## config.mk

```make
export PLATFORM = sky130hd
export DESIGN_NAME = count_wrap_tracker
export DESIGN_NICKNAME = d
export VERILOG_FILES = /design/src/rtl/count_wrap_tracker.sv
export SDC_FILE = /design/constraint.sdc
export NUM_CORES = 1
export LEC_CHECK = 0
export ABC_AREA = 1
export BUFFER_PORTS_ARGS = -buffer_cell sky130_fd_sc_hd__buf_4
export CAP_MARGIN = 20
export CORE_ASPECT_RATIO = 1.2
export CORE_MARGIN = 1.5
export CORE_UTILIZATION = 32
export CTS_BUF_LIST = sky130_fd_sc_hd__clkbuf_16
export CTS_CLUSTER_SIZE = 10
export DETAILED_ROUTE_END_ITERATION = 10
export PLACE_DENSITY_LB_ADDON = 0.3
export SLEW_MARGIN = 0
export SYNTH_ARGS = -nofsm -noshare
export SYNTH_HDL_FRONTEND = slang
export SYNTH_SLANG_ARGS = --single-unit
```

## constraint.sdc

```tcl
create_clock -name clk -period 2.95 [get_ports clk]
set_clock_uncertainty 0.05 [all_clocks]
set_input_delay 0.295 -clock clk [delete_from_list [all_inputs] [get_ports clk]]
set_output_delay 0.295 -clock clk [all_outputs]
set_load 0.01 [all_outputs]
```

## src/rtl/count_wrap_tracker.sv

```systemverilog
// count_wrap_tracker
//
// Watches the 4-bit output of an up/down counter and extends it with an
// upper-order wrap count. It samples on every rising edge. When the counter
// rolls over 15->0 the wrap count goes up by one. When it rolls over 0->15
// the wrap count goes down by one. A jump that is not +1, -1 or 0 (mod 16)
// is flagged.
//
// Parameters:
//   HI_W       width of the wrap (upper-order) counter
//
// Ports:
//   clk        rising-edge clock
//   reset      asynchronous, active-low reset
//   count_in   4-bit value from the upstream counter
//   clr        synchronous clear, same effect as reset
//   ext_count  extended position {hi, lo}
//   primed     high once a baseline sample has been taken
//   wrap_up    one-cycle pulse on a 15->0 wrap
//   wrap_down  one-cycle pulse on a 0->15 wrap
//   step_err   sticky flag for an illegal step
//   hi_ovf     sticky flag set when hi itself wraps
module count_wrap_tracker #(
  parameter int HI_W = 8
) (
  input  logic            clk,
  input  logic            reset,
  input  logic [3:0]      count_in,
  input  logic            clr,
  output logic [HI_W+3:0] ext_count,
  output logic            primed,
  output logic            wrap_up,
  output logic            wrap_down,
  output logic            step_err,
  output logic            hi_ovf
);

  typedef enum logic {
    IDLE,
    TRACK
  } state_t;

  state_t          state;
  logic [3:0]      lo;
  logic [HI_W-1:0] hi;
  logic [3:0]      delta;

  // lo always holds the last sampled value, so it also serves as the
  // previous sample when the next step is classified. The 4-bit subtraction
  // gives the step size modulo 16 without extra logic.
  assign delta     = count_in - lo;
  assign ext_count = {hi, lo};

  // Main state machine. All outputs are registered here.
  always_ff @(posedge clk or negedge reset) begin
    if (!reset) begin
      state     <= IDLE;
      lo        <= '0;
      hi        <= '0;
      primed    <= 1'b0;
      wrap_up   <= 1'b0;
      wrap_down <= 1'b0;
      step_err  <= 1'b0;
      hi_ovf    <= 1'b0;
    end else if (clr) begin
      state     <= IDLE;
      lo        <= '0;
      hi        <= '0;
      primed    <= 1'b0;
      wrap_up   <= 1'b0;
      wrap_down <= 1'b0;
      step_err  <= 1'b0;
      hi_ovf    <= 1'b0;
    end else begin
      wrap_up   <= 1'b0;
      wrap_down <= 1'b0;
      lo        <= count_in;
      case (state)
        IDLE: begin
          // The priming edge only takes a baseline. No earlier sample
          // exists, so no step can be classified yet.
          hi     <= '0;
          primed <= 1'b1;
          state  <= TRACK;
        end
        TRACK: begin
          if (delta == 4'd1) begin
            // An up-step from 15 can only land on 0, so this is a wrap.
            if (lo == 4'hF) begin
              hi      <= hi + 1'b1;
              wrap_up <= 1'b1;
              if (&hi) hi_ovf <= 1'b1;
            end
          end else if (delta == 4'hF) begin
            // A down-step from 0 can only land on 15, so this is a wrap.
            if (lo == 4'h0) begin
              hi        <= hi - 1'b1;
              wrap_down <= 1'b1;
              if (hi == '0) hi_ovf <= 1'b1;
            end
          end else if (delta != 4'd0) begin
            step_err <= 1'b1;
          end
        end
        default: state <= IDLE;
      endcase
    end
  end

endmodule

```

==> summary.txt <==
Outcome
  • Status: complete, no violations

Synthesis
  • Top cell type's share of synthesized area: 34.2%
  • Mapped Nets: 194
  • Top cells by area, synth: dfrtp_1 (34%), nand2_1 (11%), ha_1 (8.6%), inv_1 (6.3%), nor2_1 (5.7%)
  • Mean Syn Cell Area: 7.48 um^2
  • Post-synth top cells: nand2_1 (38), inv_1 (22), nor2_1 (20)
  • Synth Area in Compound Gates: 11.2%
  • Multiplexer share of the synthesized area: 0%
  • Asr flop ratio synth: 100%
  • Synth Area in Adders: 11.6%
  • Seq/Total Area, Yosys: 34.2%
  • Simple-gate share of the synthesized area: 34.3%
  • Main combinational cell family by area after synthesis: simple AND/OR/NAND/NOR gates
  • Gate Count Post-Synth: 176
  • Area leader, netlist: dfrtp_1
  • Ys flop type: dfrtp_1
  • #FFs+latches synth: 18
  • Post-synth EDFFs: 0
  • Mapped Area: 0.00132 mm^2
  • Warnings from Yosys: 0
  • Count of cell types in the netlist: 23
  • Top-count cell post-synth: nand2_1
  • XOR/XNOR share of the synthesized area: 0.665%

Setup path
  • Required time worst endpoint: 3040 ps
  • Slowest stage delay, CP: 460 ps
  • CP Cell Sequence: ha_1 -> inv_1 -> fa_1 -> nor2_2 -> nand3_4 -> ha_1 -> nand2_1 -> nor3_1 -> nor2_1 -> o21ai_1 -> inv_1 -> nand2_1 -> nand2_1 -> nand2_1 -> nand2_1
  • Most common cell type on the critical path: nand2_1
  • WP data arrival: 2800 ps
  • Startpoint Class: flip-flop
  • CP Capture Type: flip-flop
  • CP max stage cell: fa_1
  • Critical path type: reg2reg
  • Critical Path Fanout Max: 6

Clocking
  • Number of setup buffers added after CTS: 0
  • CTS Buffer Depth: 2
  • CTS tree: built
  • Clock net sink count: 18
  • Clock transition at path regs: 50 ps
  • Total CTS buffers: 3
  • CTS root buf: clkbuf_16
  • H-tree Lvls: 1
  • Worst-Skew Late Latency: 250 ps

Power and ir drop
  • Power density cells: 578 mW/mm^2
  • Pleak: 0.885 nW
  • VDD IR max: 0.000271 V
  • Total power: 0.000966 W

Routing
  • Initial DRC count: 36
  • Drt drc: 0
  • Number of routed nets with antenna violations: 0
  • Drt pass-1 iters: 4
  • Post-Route WL: 3.05 mm
  • Vias per cell: 4.69
  • Vias: 1,224
  • Routed len/inst: 11.7 um

Placed design
  • Placed cell count: 256
  • Port Buf Inserts: 23
  • Detail Placement HPWL: 2.35 mm
  • GP Congestion: 0.817
  • Post-DP Area: 0.00158 mm^2

Global routing
  • Vias in the first global route: 1,217
  • GRT overflow: 0
  • First-pass GRT wire length: 5.23 mm
  • Initial antenna violation count: 0
  • Pin count of the biggest net entering global routing: 19
  • GRT Total Usage: 15.5%

Finish
  • Nets: 226
  • N_diodes: 0
  • Fill cells: 427
  • Final std cells w/o fill: 261
  • Fin area: 0.00167 mm^2
  • Synthesis-to-finish area growth: 27.0%
  • Fraction of layout cells with a size suffix above 1: 25.6%

STA
  • Pin slew with the least headroom to its limit: 398 ps
  • Part of the cycle the worst path needs: 91.6%
  • Fin Setup TNS: 0 ps
  • Crit path time final: 2700 ps
  • Unrepaired setup endpoints after global routing: no
  • Slew Viols, Final: 0
  • Fmax achieved: 370 MHz
  • Rel. slew slack: 73.3%
  • Final setup vio count: 0
  • Final Hold Viols: 0

Run
  • Max_cap viols: 0

Floorplan
  • Die height: 73.3 um
  • Site row count: 25
  • Die ar.: 0.00451 mm^2
  • Io pins: 24
  • Total core area: 0.00394 mm^2
  • Die W: 61.5 um
  • Starting density of the core: 33.4%

Hold path
  • HP Class: in2reg
## power by group
group	switching, W	leakage (nW)	internal [W]
registers	0.0000416	0.235	0.000276
logic	0.000215	0.612	0.000157
clock network	0.0000957	0.0385	0.000180
total	0.000353	0.885	0.000613
## through the flow
step	hold slack (ps)	util (%)	setup WS, ps
3_3_place_gp	133	40.0	165
4_1_cts	214	42.2	168
3_5_place_dp	135	40.0	108
6_report	214	42.4	248
5_1_grt	220	42.4	6.06
2_1_floorplan	-50.6	-	174
## layer usage
layer / track usage [%] / routed length [um] / vias up
met1: 18.3 / 1370 / 552
li1: - / - / 638
met2: 27.5 / 1510 / 27
met5: 0 / 0 / -
met3: 2.29 / 108 / 7
met4: 6.15 / 65 / 0
## flip-flops by register name, indices dropped and copies added, names as in the netlist
name       flops
step_err       1
wrap_down      1
wrap_up        1
state          1
primed         1
hi             8
hi_ovf         1
lo             4
## critical path, delay by kind of cell (launching register included)
family	cells	cell delay (ps)
adders and majority gates	3	1010
and+or+nand+nor	9	850
DFF	1	380
buffers and inverters	2	140
AOI/OAI and AO/OA	1	180
## worst paths after layout
| kind | start | end | slack [ps] | cells past startpoint |
|---|---|---|---|---|
| max | lo[0] | hi[7] | 250 | 15 |
| min | clr | lo[2] | 210 | 2 |
| max reg2reg | lo[0] | hi[7] | 250 | 15 |
| min reg2reg | hi_ovf | hi_ovf | 420 | 2 |
| max in group asynchronous | reset | primed | 2250 | 2 |
| min in group asynchronous | reset | state | 410 | 2 |
## logic make-up (layout without fill, tap and decap cells)
kind of cell               count (synthesis)  count (layout)
and+or+nand+nor                           96              96
buffers and inverters                     26              57
xor gates and xnor gates                   1               1
AOI/OAI and AO/OA                         24              24
adders and majority gates                 11              11
DFF                                       18              18
## cell type report
cell class              count  area [um^2]  area share, %
clock buffers               3         75.1           4.49
clock inverters             1         3.75          0.225
inverters                  25         93.8           5.61
multi-input cells         132          768           46.0
flip-flops and latches     18          450           26.9
well taps                  54         67.6           4.04
repair buffers             28          213           12.7
## cells in the final DEF (no fill, tap or decap), types with 3 or more instances in the layout
| master | synthesis | layout |
|---|---|---|
| nand2_1 | 38 | 38 |
| buf_4 | 0 | 27 |
| inv_1 | 22 | 22 |
| nor2_1 | 20 | 20 |
| dfrtp_1 | 18 | 18 |
| nand3_1 | 12 | 12 |
| nand2_2 | 9 | 9 |
| a21oi_1 | 9 | 9 |
| ha_1 | 9 | 9 |
| nand4_1 | 6 | 6 |
| o21ai_0 | 7 | 6 |
| nor3_1 | 5 | 5 |
| o21ai_2 | 5 | 5 |
| inv_2 | 3 | 3 |
| clkbuf_16 | 0 | 3 |
## what timing repair did
| item | in CTS | in global routing |
|---|---|---|
| hold buffers | 1 | 0 |
| gates resized for setup | 0 | 2 |
| endpoints found under the hold margin | 18 | 0 |
| endpoints found under the setup margin | 0 | 2 |
Note: power is estimated with default switching activity, not from simulation.
